`src/rtl/if_fetch_unit.sv`:
```
// rtl/if_fetch_unit.sv - instruction fetch stage with imem req/ack, redirect flush and skid buffer; optional MISALIGN_CHK_EN
module if_fetch_unit #(
    parameter int              XLEN     = 32,
    parameter logic [XLEN-1:0] RESET_PC = 32'h0000_0000
) (
    input  logic            clk,
    input  logic            rst,
    input  logic [XLEN-1:0] next_pc,
    input  logic            redirect,
    input  logic            stall,
    output logic [XLEN-1:0] pc,
    output logic [XLEN-1:0] pc_plus4,
    output logic            imem_req,
    output logic [XLEN-1:0] imem_addr,
    input  logic            imem_ack,
    input  logic [31:0]     imem_rdata,
    output logic            if_valid,
    output logic [31:0]     if_instr,
    output logic [XLEN-1:0] if_pc,
    output logic            misalign_err
);

    typedef enum logic [2:0] {IDLE, REQ, HOLD, DROP, ERR} state_t;

    localparam logic [XLEN-1:0] ALIGN_MASK = ~XLEN'(3);

    state_t          state, state_d;
    logic [XLEN-1:0] pc_d;
    logic [XLEN-1:0] req_addr, req_addr_d;
    logic [XLEN-1:0] if_pc_d;
    logic [XLEN-1:0] skid_pc, skid_pc_d;
    logic [31:0]     if_instr_d;
    logic [31:0]     skid_instr, skid_instr_d;
    logic            if_valid_d;
    logic            out_free;

`ifdef MISALIGN_CHK_EN
    logic err_q, err_d;
`endif

    assign pc_plus4  = pc + XLEN'(4);
    assign imem_req  = (state == REQ) || (state == DROP);
    assign imem_addr = req_addr;
    // The output register can take new data when it is empty or decode takes it this cycle.
    assign out_free  = !if_valid || !stall;

    // Next-state and next-datapath values; every target defaults to holding its current value.
    always_comb begin
        state_d      = state;
        pc_d         = pc;
        req_addr_d   = req_addr;
        if_valid_d   = if_valid;
        if_instr_d   = if_instr;
        if_pc_d      = if_pc;
        skid_instr_d = skid_instr;
        skid_pc_d    = skid_pc;

        case (state)
            IDLE: begin
                state_d = REQ;
                if (redirect) begin
                    pc_d       = next_pc;
                    if_valid_d = 1'b0;
                end
            end
            REQ: begin
                if (redirect) begin
                    pc_d       = next_pc;
                    if_valid_d = 1'b0;
                    state_d    = imem_ack ? REQ : DROP;
                end else if (imem_ack) begin
                    pc_d = next_pc;
                    if (out_free) begin
                        if_instr_d = imem_rdata;
                        if_pc_d    = req_addr;
                        if_valid_d = 1'b1;
                    end else begin
                        skid_instr_d = imem_rdata;
                        skid_pc_d    = req_addr;
                        state_d      = HOLD;
                    end
                end else if (!stall) begin
                    if_valid_d = 1'b0;
                end
            end
            HOLD: begin
                if (redirect) begin
                    pc_d       = next_pc;
                    if_valid_d = 1'b0;
                    state_d    = REQ;
                end else if (!stall) begin
                    if_instr_d = skid_instr;
                    if_pc_d    = skid_pc;
                    if_valid_d = 1'b1;
                    state_d    = REQ;
                end
            end
            DROP: begin
                // The stale request must complete; once acked, a redirect arriving in
                // the same cycle simply becomes the address of the fresh request.
                if (redirect) begin
                    pc_d = next_pc;
                end
                if (imem_ack) begin
                    state_d = REQ;
                end
            end
            default: begin
            end
        endcase

`ifdef MISALIGN_CHK_EN
        // pc only ever becomes misaligned through a load of next_pc, so checking the
        // next pc value catches every offending load (RESET_PC is assumed aligned).
        err_d = err_q | (pc_d[1:0] != 2'b00);
        if (err_d && (state_d != DROP)) begin
            state_d    = ERR;
            if_valid_d = 1'b0;
            pc_d       = (state == ERR) ? pc : pc_d;
        end
`endif

        // A fresh request starts whenever REQ is entered or re-entered after an ack.
        if ((state_d == REQ) && ((state != REQ) || imem_ack)) begin
            req_addr_d = pc_d & ALIGN_MASK;
        end
    end

    // FSM state register.
    always_ff @(posedge clk) begin
        if (rst) begin
            state <= IDLE;
        end else begin
            state <= state_d;
        end
    end

    // PC, request address, decode output and skid registers.
    always_ff @(posedge clk) begin
        if (rst) begin
            pc         <= RESET_PC;
            req_addr   <= RESET_PC;
            if_valid   <= 1'b0;
            if_instr   <= '0;
            if_pc      <= '0;
            skid_instr <= '0;
            skid_pc    <= '0;
        end else begin
            pc         <= pc_d;
            req_addr   <= req_addr_d;
            if_valid   <= if_valid_d;
            if_instr   <= if_instr_d;
            if_pc      <= if_pc_d;
            skid_instr <= skid_instr_d;
            skid_pc    <= skid_pc_d;
        end
    end

`ifdef MISALIGN_CHK_EN
    // Sticky misaligned-PC flag, cleared only by reset.
    always_ff @(posedge clk) begin
        if (rst) begin
            err_q <= 1'b0;
        end else begin
            err_q <= err_d;
        end
    end

    assign misalign_err = err_q;
`else
    assign misalign_err = 1'b0;
`endif

endmodule
```
`config.mk`:
```
export PLATFORM = sky130hd
export DESIGN_NAME = if_fetch_unit
export DESIGN_NICKNAME = d
export VERILOG_FILES = /design/src/rtl/if_fetch_unit.sv
export SDC_FILE = /design/constraint.sdc
export NUM_CORES = 1
export LEC_CHECK = 0
export CAP_MARGIN = 25
export CORE_UTILIZATION = 40
export CTS_CLUSTER_SIZE = 8
export DETAILED_ROUTE_END_ITERATION = 12
export PLACE_DENSITY = 0.76
export RECOVER_POWER = 100
export SETUP_SLACK_MARGIN = 0.02
export SYNTH_ARGS = -nofsm -noshare
export SYNTH_HDL_FRONTEND = slang
export SYNTH_SLANG_ARGS = --single-unit
```
`constraint.sdc`:
```
create_clock -name clk -period 1.77 [get_ports clk]
set_clock_uncertainty 0.15 [all_clocks]
set_input_delay 0.354 -clock clk [delete_from_list [all_inputs] [get_ports clk]]
set_output_delay 0.354 -clock clk [all_outputs]
set_load 0.02 [all_outputs]
```
==> results of run 1 <==
==> routing by layer <==
| layer | global-route usage [%] | wire length [µm] |
|---|---|---|
| met1 | 31.1 | 12100 |
| met2 | 37.3 | 12800 |
| met3 | 5.50 | 1860 |
| met4 | 7.30 | 485 |
| met5 | 0 | 0 |
==> power by group through the flow <==
stage | clock (µW) | sequential, µW | combinational, µW
floorplan | 0 | 4980 | 843
global placement | 0 | 4730 | 2100
detailed placement | 0 | 4740 | 2120
CTS | 3850 | 4640 | 2010
global route | 4030 | 4660 | 2190
finish | 3780 | 4640 | 2070
==> state kept, by name (all words and copies together) (netlist names) <==
signal,cells
state,3
if_valid,1
skid_pc,30
pc,32
imem_addr,30
skid_instr,32
if_pc,30
if_instr,32
==> worst min path at each step <==
stage / from / to / slack (ps) / cells after the start
6_report: rst / skid_instr[30]$_SDFFE_PP0P_ / 110 / 2
4_1_cts: rst / skid_instr[25]$_SDFFE_PP0P_ / 100 / 2
3_5_place_dp: skid_pc[24]$_SDFFE_PP0P_ / skid_pc[24]$_SDFFE_PP0P_ / 300 / 2
3_3_place_gp: skid_pc[3]$_SDFFE_PP0P_ / skid_pc[3]$_SDFFE_PP0P_ / 290 / 2
2_1_floorplan: skid_instr[0]$_SDFFE_PP0P_ / skid_instr[0]$_SDFFE_PP0P_ / 290 / 2
5_1_grt: rst / if_instr[24]$_SDFFE_PP0P_ / 110 / 2
==> metrics by stage <==
step / TNS (ps) / std cells / power [µW] / instance area (µm²) / util [%]
floorplan: -4680 / 960 / 5820 / 8910 / -
global placement: -80530 / 1457 / 6830 / 11900 / 56.4
detailed placement: -82750 / 1457 / 6860 / 11900 / 56.4
CTS: -16520 / 1498 / 10500 / 12500 / 59.2
global route: -26540 / 1513 / 10900 / 12700 / 60.0
finish: -17340 / 1514 / 10500 / 12700 / 60.0
==> final cells by class <==
class                      count  share of cell area (%)
clock buffer                  21                    3.72
inverter                       5                   0.148
timing repair buffer         340                    24.6
sequential                   190                    30.3
clock inverter                11                   0.818
antenna                        1                  0.0197
tap                          275                    2.71
multi-input combinational    671                    37.6
==> cell families (layout without fill, tap and decap cells) <==
logic type | count (synthesis) | count (layout)
compound gates | 321 | 321
xor+xnor | 28 | 28
fa+ha+maj | 1 | 1
buf+inv | 99 | 377
flops | 190 | 190
mux | 92 | 92
other cells | 1 | 6
simple gates | 224 | 224
==> cells in the mapped netlist, types with 12 or more instances <==
cell / n / share of area [%]
a211oi_2: 60 / 8.6
nand3_1: 12 / 0.69
dfxtp_1: 190 / 44
xnor2_1: 22 / 2.2
buf_2: 30 / 1.7
a21oi_1: 189 / 11
o21ai_0: 35 / 2.0
buf_4: 16 / 1.4
nor2_1: 12 / 0.52
nand2_1: 167 / 7.2
mux2i_1: 92 / 11
a211oi_1: 32 / 2.8
clkbuf_1: 38 / 1.6
==> repair_timing <==
action / in CTS / in global routing
pin swaps: 16 / 21
resized for setup: 363 / 77
setup buffers: 7 / 12
gates cloned: 2 / 4
endpoints found under the setup margin: 180 / 154
==> worst register-to-register path, delay by kind of cell, from the launching register on <==
| family | cells | cell delay, ps |
|---|---|---|
| buffers and inverters | 2 | 560 |
| DFF | 1 | 330 |
| AOI/OAI and AO/OA | 1 | 90 |
| and+or+nand+nor | 2 | 520 |
==> flow_summary.ini, run 1 <==
[run_status]
outcome = complete, but fails checks
failed_checks = negative setup slack

[pwr]
switching_share_pct = 28.9
irDropWorstVdd_uv = 667
clock_power_share_pct = 36.1
p_seq_share_pct = 44.2
power_switching_uw = 3030
powerDensity_nw_per_um2 = 826
combPwrFrac_pct = 19.7
p_int_uw = 7460
p_leak_uw = 0.00559

[worst_setup_path]
cpMostUsedCell = nand4_1
ff2ff_setup_slack_ps = -10
timing.rr.end = if_instr[22]$_SDFFE_PP0P_
critPathMaxStageDelay_ps = 370
crit_end = pc_plus4[31]
cp_max_fo = 8
worst-path-stages = 6
worstPathCellList = nand4_1 > nor4_4 > buf_6 > nand4_1 > xnor2_2 > buf_4
cp-end-kind = primary output
start_kind = flop
startpoint = pc[2]$_SDFF_PP0_
crit-reg2reg-launch = state[2]$_SDFF_PP0_
critPathArrivalTime_ps = 2000
crit_family = simple AND/OR/NAND/NOR gates
reg2reg_depth = 5
worst-endpoint-required_ps = 1270
cp_num_buf_inv = 2
cp_slowest_cell = dfxtp_4
criticalPathCategory = flop to primary output

[cts]
path_clk_slew_ps = 70
clk_latency_ps = 430
max-clock-path-buffers = 2
clockRootBuffer = clkbuf_16
cts_made_buffers = 17
holdBufCountCts = 0
cts.sinks = 190
htree_levels = 4
cts_tree = done

[sta]
final-hold-violation-count = 0
setup_viol = 38
layout_setup_ws_ps = -735
slew_violations = 0
rsz0062_at_grt = yes
fin_crit_ps = 2500
post-route-period-util_pct = 142
whs_ps = 113
fmax_mhz = 399

[placed_design]
portBuffers = 226
place_ws_ps = -791
gp_routability_congestion = 0.854
dp_hpwl_um = 17700

[logic_synthesis]
synth_edf_count = 0
synth_compound_area_share_pct = 24.9
synth_area_per_cell_um2 = 9.08
synthFlopType = dfxtp_1
synthMuxAreaShare_pct = 10.6
ys_seq_area_share_pct = 43.8
synth.distinct_cells = 39
synth-simple-area-share_pct = 11.5
synth_area_um2 = 8680
synthArstFlopShare_pct = 0
synth_fa_ha_area_share_pct = 0.144
synth_warnings = 0
ys_ff_latch = 190
syn_inst = 956
synth-xor-area-share_pct = 2.83
synth_top_family_by_area = compound AO/OA/AOI/OAI gates

[layout]
drive_gt1_share_pct = 26.5
n_fill_cell = 1797
layout_commonest_cell = a21oi_1
multi_input_area_um2 = 4780
seqCellArea_um2 = 3850
nets = 1295
layout_common_cells = a21oi_1 (187), dfxtp_1 (171), nand2_1 (163)
area_growth_pct = 46.2

[die]
die_area_um2 = 22300
fp.dieW_um = 149
pin_count = 232
core_area_um2 = 21200
rows = 53
die_y_um = 149
initial_core_util_pct = 41.0

[global_route]
grt_overflow = 0
grt_use_total_pct = 23.4
grt_pass1_vias = 7685
grt_max_degree = 52
grt_first_pass_wirelength_um = 41100
antenna_found_initial = 0

[min_path]
min_path_type = primary input to flop

[detailed_routing]
postRouteAntennaNets = 0
dr.pass1.iters = 4
wirelength_um = 27200
wl_per_cell_um = 17.9
vias_per_cell = 5.32
drtIter0Drc = 437
drcViolationCount = 0
via_count = 8060

[flow_run]
cap_violations = 0
(Power assumes the default switching activity.)
==> inputs of run 2 (changes only) <==
CORE_MARGIN = 5   (was default)
HOLD_SLACK_MARGIN = 0.06   (was default)
==> run 2 against run 1 <==
The flow still finishes with violations (negative setup slack). Non-clock buffer count rose by 30. Die area rose by 11%. Routed wire length rose by 18%. Sequential cell count did not move. Sequential share of layout area fell by 3.1 points. Combinational power rose by 24%. Critical path depth rose by 4. Clock-buffer cell count fell by 3. Register-to-register slack got worse by 100 ps. Final cell count rose by 1.9%. Clock power rose by 2%. Total power rose by 5.7%. Critical path type unchanged. Largest power group unchanged. Highest routed layer is now met5.
==> flow_summary.ini, run 2 (same netlist as run 1, synthesis figures left out) <==
[worst_setup_path]
cp-end-kind = primary output
cpMostUsedCell = buf_4
start_kind = flop
worstPathCellList = buf_12 > ha_4 > nand3_4 > buf_6 > nor2_1 > buf_4 > buf_4 > nand3_4 > xnor2_2 > buf_4
reg2reg_depth = 7
timing.rr.end = imem_addr[20]$_SDFFE_PP0P_
worst-endpoint-required_ps = 1270
cp_slowest_cell = dfxtp_4
crit-reg2reg-launch = state[1]$_SDFF_PP0_
critPathMaxStageDelay_ps = 380
cp_max_fo = 4
criticalPathCategory = flop to primary output
ff2ff_setup_slack_ps = -110
critPathArrivalTime_ps = 2030

[sta]
whs_ps = 131
post-route-period-util_pct = 143
max_slew_margin_pct = 53.8
fin_crit_ps = 2540
layout_setup_ws_ps = -767
setup_tns_ps = -22390
worst_slew_pin_slew_ps = 693
slew_violations = 0
setup_viol = 132
fmax_mhz = 394
rsz0062_at_grt = yes
final-hold-violation-count = 0

[layout]
fin_cells = 1543
layout_commonest_cell = dfxtp_1
area_growth_pct = 62.7
antenna-diode-count = 0
top_regs = if_instr x32, pc x32, skid_instr x32
seqCellArea_um2 = 3850
layout_common_cells = dfxtp_1 (169), a21oi_1 (144), nand2_1 (125)
drive_gt1_share_pct = 39.3
nets = 1325
n_fill_cell = 1676
multi_input_area_um2 = 5520
stdcell_area_um2 = 14100

[cts]
path_clk_slew_ps = 80
htree_levels = 4
holdBufCountCts = 0
cts_tree = done
cts_made_buffers = 17
clk_latency_ps = 430
max-clock-path-buffers = 2
clockRootBuffer = clkbuf_16
cts.sinks = 190

[pwr]
p_seq_share_pct = 41.9
combPwrFrac_pct = 23.2
powerDensity_nw_per_um2 = 785
irDropWorstVdd_uv = 567
clock_power_share_pct = 34.9
p_int_uw = 7760
p_leak_uw = 0.00607
switching_share_pct = 30.0
power_switching_uw = 3330

[detailed_routing]
vias_per_cell = 5.55
dr.pass1.iters = 5
wl_per_cell_um = 20.7
drtIter0Drc = 550
postRouteAntennaNets = 0
wirelength_um = 32000
via_count = 8562
drcViolationCount = 0

[global_route]
grt_first_pass_wirelength_um = 43900
antenna_found_initial = 1
grt_pass1_vias = 8017
grt_max_degree = 49
grt_overflow = 0
grt_use_total_pct = 22.2

[placed_design]
portBuffers = 226
place_ws_ps = -783
gp_routability_congestion = 0.882
dp_hpwl_um = 18500
dp.cells = 1458
placed_cell_area_um2 = 12000

[die]
pin_count = 232
rows = 53
core_area_um2 = 21200
initial_core_util_pct = 40.9
fp.dieW_um = 157
die_y_um = 157
die_area_um2 = 24700

[min_path]
hold_start = rst
min_path_cells = 2
min_path_type = primary input to flop
holdPathEnd = skid_instr[28]$_SDFFE_PP0P_

[run_status]
outcome = complete, but fails checks
failed_checks = negative setup slack

[flow_run]
cap_violations = 0
-- run 2: changes by cell type in the layout (fill, tap and decap cells not counted), sizes merged, moves of 2 or more --
cell,delta
buf,+25
clkbuf,+3
dlygate4sd2,-3
inv,+3
clkinv,-2
-- run 2: layout make-up --
| class | instances | area share [%] |
|---|---|---|
| repair buffers | 370 | 26.9 |
| flip-flops and latches | 190 | 27.3 |
| clock buffers | 18 | 3.04 |
| well taps | 275 | 2.44 |
| inverters | 5 | 0.133 |
| clock inverters | 14 | 1.09 |
| multi-input cells | 671 | 39.1 |
-- run 2: worst max path at each step --
stage	startpoint	endpoint	slack [ps]	cells past startpoint
global route	pc[3]$_SDFF_PP0_	pc_plus4[16]	-870	10
global placement	pc[14]$_SDFF_PP0_	pc_plus4[29]	-770	6
detailed placement	pc[14]$_SDFF_PP0_	pc_plus4[29]	-780	6
floorplan	pc[14]$_SDFF_PP0_	pc_plus4[29]	-330	4
finish	pc[3]$_SDFF_PP0_	pc_plus4[16]	-770	10
CTS	pc[10]$_SDFF_PP0_	pc_plus4[28]	-700	6
-- run 2: routing by layer --
metal  wire [µm]  track usage [%]  part of all wire, %  vias to the layer above
li1            -                -                    -                     3982
met1       13500             29.6                   42                     4182
met2       15500             35.9                   48                      341
met3        2240             5.20                  7.0                       55
met4         754             6.51                  2.4                        2
met5          13                0                0.041                        -
-- run 2: stage by stage --
step | total power [µW] | util (%)
2_1_floorplan | 5820 | -
3_3_place_gp | 6880 | 56.5
3_5_place_dp | 6900 | 56.5
4_1_cts | 10700 | 61.0
5_1_grt | 11500 | 66.6
6_report | 11100 | 66.6
-- run 2: timing repair --
item	in CTS	in global routing
setup endpoints to repair	231	230
resized for setup	399	248
pin swaps	27	82
setup buffers	18	19
cloned	6	15
-- run 2: power groups by stage --
stage / sequential, µW / clock [µW] / combinational, µW
6_report: 4650 / 3870 / 2570
5_1_grt: 4670 / 4130 / 2690
4_1_cts: 4630 / 3910 / 2170
3_5_place_dp: 4740 / 0 / 2160
3_3_place_gp: 4730 / 0 / 2150
2_1_floorplan: 4980 / 0 / 843
-- run 2: worst max-delay path: cells and delay by family, from the launching register on --
family	cells	cell delay [ps]
AND/OR/NAND/NOR	3	260
buffers and inverters	5	670
adder cells (fa/ha/maj)	1	150
flip-flops	1	380
XOR/XNOR	1	140
==> inputs of run 3 (changes only) <==
PLACE_DENSITY = 0.73   (was 0.76)
clock period = 3.1 ns   (was 1.77 ns; I/O delays follow)
==> run 3 against run 2 <==
The run now ends clean. First-iteration DRC count decreased by 24%. Non-clock buffer count shrank 99. Critical path depth shrank 3. Routed wire length decreased by 19%. Design area is 17% lower. Register-to-register slack gained 760 ps. Critical path type unchanged. Critical endpoint is now pc_plus4[24]. Largest cell class unchanged. Highest routed layer is now met4.
==> flow_summary.ini, run 3 (same netlist as run 1, synthesis figures left out) <==
[layout]
antenna-diode-count = 0
area_growth_pct = 35.7
stdcell_area_um2 = 11800
nets = 1226
drive_gt1_share_pct = 12.9
fin_util_pct = 55.5
top_regs = if_instr x32, pc x32, skid_instr x32
layout_common_cells = a21oi_1 (188), dfxtp_1 (188), nand2_1 (166)
fin_cells = 1443

[global_route]
grt_pass1_vias = 7495
grt_use_total_pct = 20.5
antenna_found_initial = 0
grt_overflow = 0
grt_max_degree = 66
grt_first_pass_wirelength_um = 41300

[detailed_routing]
wirelength_um = 25900
postRouteAntennaNets = 0
drtIter0Drc = 420
drcViolationCount = 0
wl_per_cell_um = 18.0
via_count = 7743
dr.pass1.iters = 5
vias_per_cell = 5.37

[worst_setup_path]
ff2ff_setup_slack_ps = 650
cp_slowest_cell = dfxtp_1
worst-endpoint-required_ps = 2330
start_kind = flop
criticalPathCategory = flop to primary output
reg2reg_depth = 5
critPathArrivalTime_ps = 2230
critPathMaxStageDelay_ps = 360
worstPathCellList = ha_2 > nand3_4 > nor4_1 > buf_4 > nand3_1 > xnor2_1 > clkdlybuf4s15_1
timing.rr.end = state[0]$_SDFF_PP0_
crit-reg2reg-launch = state[1]$_SDFF_PP0_
cp-end-kind = primary output
cp_max_fo = 7

[sta]
fin_crit_ps = 3000
setup_viol = 0
rsz0062_at_grt = yes
max_slew_margin_pct = 15.9
final-hold-violation-count = 0
layout_setup_ws_ps = 98.4
post-route-period-util_pct = 96.8
worst_slew_pin_slew_ps = 1260
fmax_mhz = 333
whs_ps = 303
slew_violations = 0

[pwr]
powerDensity_nw_per_um2 = 521
p_leak_uw = 0.00493
irDropWorstVdd_uv = 319

[die]
rows = 53
initial_core_util_pct = 40.9
die_area_um2 = 24700
fp.dieW_um = 157
die_y_um = 157
pin_count = 232
core_area_um2 = 21200

[cts]
path_clk_slew_ps = 70
cts_tree = done
cts_made_buffers = 17
clk_latency_ps = 420
clockRootBuffer = clkbuf_16
htree_levels = 4
holdBufCountCts = 0
cts.sinks = 190
max-clock-path-buffers = 2

[placed_design]
placed_cell_area_um2 = 11300
gp_routability_congestion = 0.812
dp_hpwl_um = 17400
dp.cells = 1411
place_ws_ps = 5.85
portBuffers = 226

[min_path]
min_path_cells = 2
min_path_type = flop to flop
holdPathEnd = skid_instr[0]$_SDFFE_PP0P_
hold_start = skid_instr[0]$_SDFFE_PP0P_

[run_status]
outcome = finished, final reports clean

[flow_run]
cap_violations = 0
[run 3: cell count changes in the layout (fill, tap and decap cells not counted), sizes merged]
cell	change
dlygate4sd3	+136
buf	-117
dlygate4sd2	-77
clkbuf	-27
clkdlybuf4s15	-12
inv	-4
bufinv	+3
bufbuf	-1
clkdlybuf4s50	+1
clkinv	-1
dlymetal6s2s	-1
[run 3: per-layer routing]
metal	part of all wire, %	track usage [%]	vias to the layer above
met2	44	30.5	260
met4	1.2	4.96	0
met5	0	0	-
met3	7.3	5.42	22
met1	47	29.7	3687
li1	-	-	3774
[run 3: area by class of cell]
| cell class | instances | area (µm²) |
|---|---|---|
| fillers | 1981 | 9440 |
| multi-input cells | 671 | 4340 |
| flip-flops and latches | 190 | 3810 |
| repair buffers | 271 | 2620 |
| clock buffers | 19 | 443 |
| well taps | 275 | 344 |
| clock inverters | 12 | 208 |
| inverters | 5 | 18.8 |
[run 3: worst max path at each step]
stage / start / end / slack (ps)
after CTS: pc[5]$_SDFF_PP0_ / pc_plus4[27] / -9
after detailed placement: pc[2]$_SDFF_PP0_ / pc_plus4[20] / 6
after floorplan: pc[9]$_SDFF_PP0_ / pc_plus4[29] / 490
final: pc[3]$_SDFF_PP0_ / pc_plus4[24] / 100
after global routing: pc[3]$_SDFF_PP0_ / pc_plus4[31] / 10
after global placement: pc[2]$_SDFF_PP0_ / pc_plus4[28] / 100
[run 3: repair_timing]
item / in CTS / in global routing
setup buffers: 1 / 0
endpoints found under the setup margin: 24 / 20
pin swaps: 1 / 2
endpoints found under the hold margin: 0 / 0
gates resized for setup: 43 / 20
[run 3: where the power goes]
| part | switching [µW] | leakage (µW) | internal (µW) |
|---|---|---|---|
| clock | 960 | 0.000307 | 1460 |
| combinational | 596 | 0.00307 | 457 |
| sequential | 108 | 0.00155 | 2560 |
[run 3: metrics by stage]
stage | setup TNS, ps | power [µW]
floorplan | 0 | 3300
global placement | 0 | 3840
global route | 0 | 6390
detailed placement | 0 | 3850
CTS | -14.6 | 6280
finish | 0 | 6140
[run 3: critical path, delay by kind of cell, from the launching register on]
family	cells	cell delay [ps]
XOR/XNOR	1	150
adder cells (fa/ha/maj)	1	240
buffers and inverters	2	550
flip-flops	1	360
AND/OR/NAND/NOR	3	510
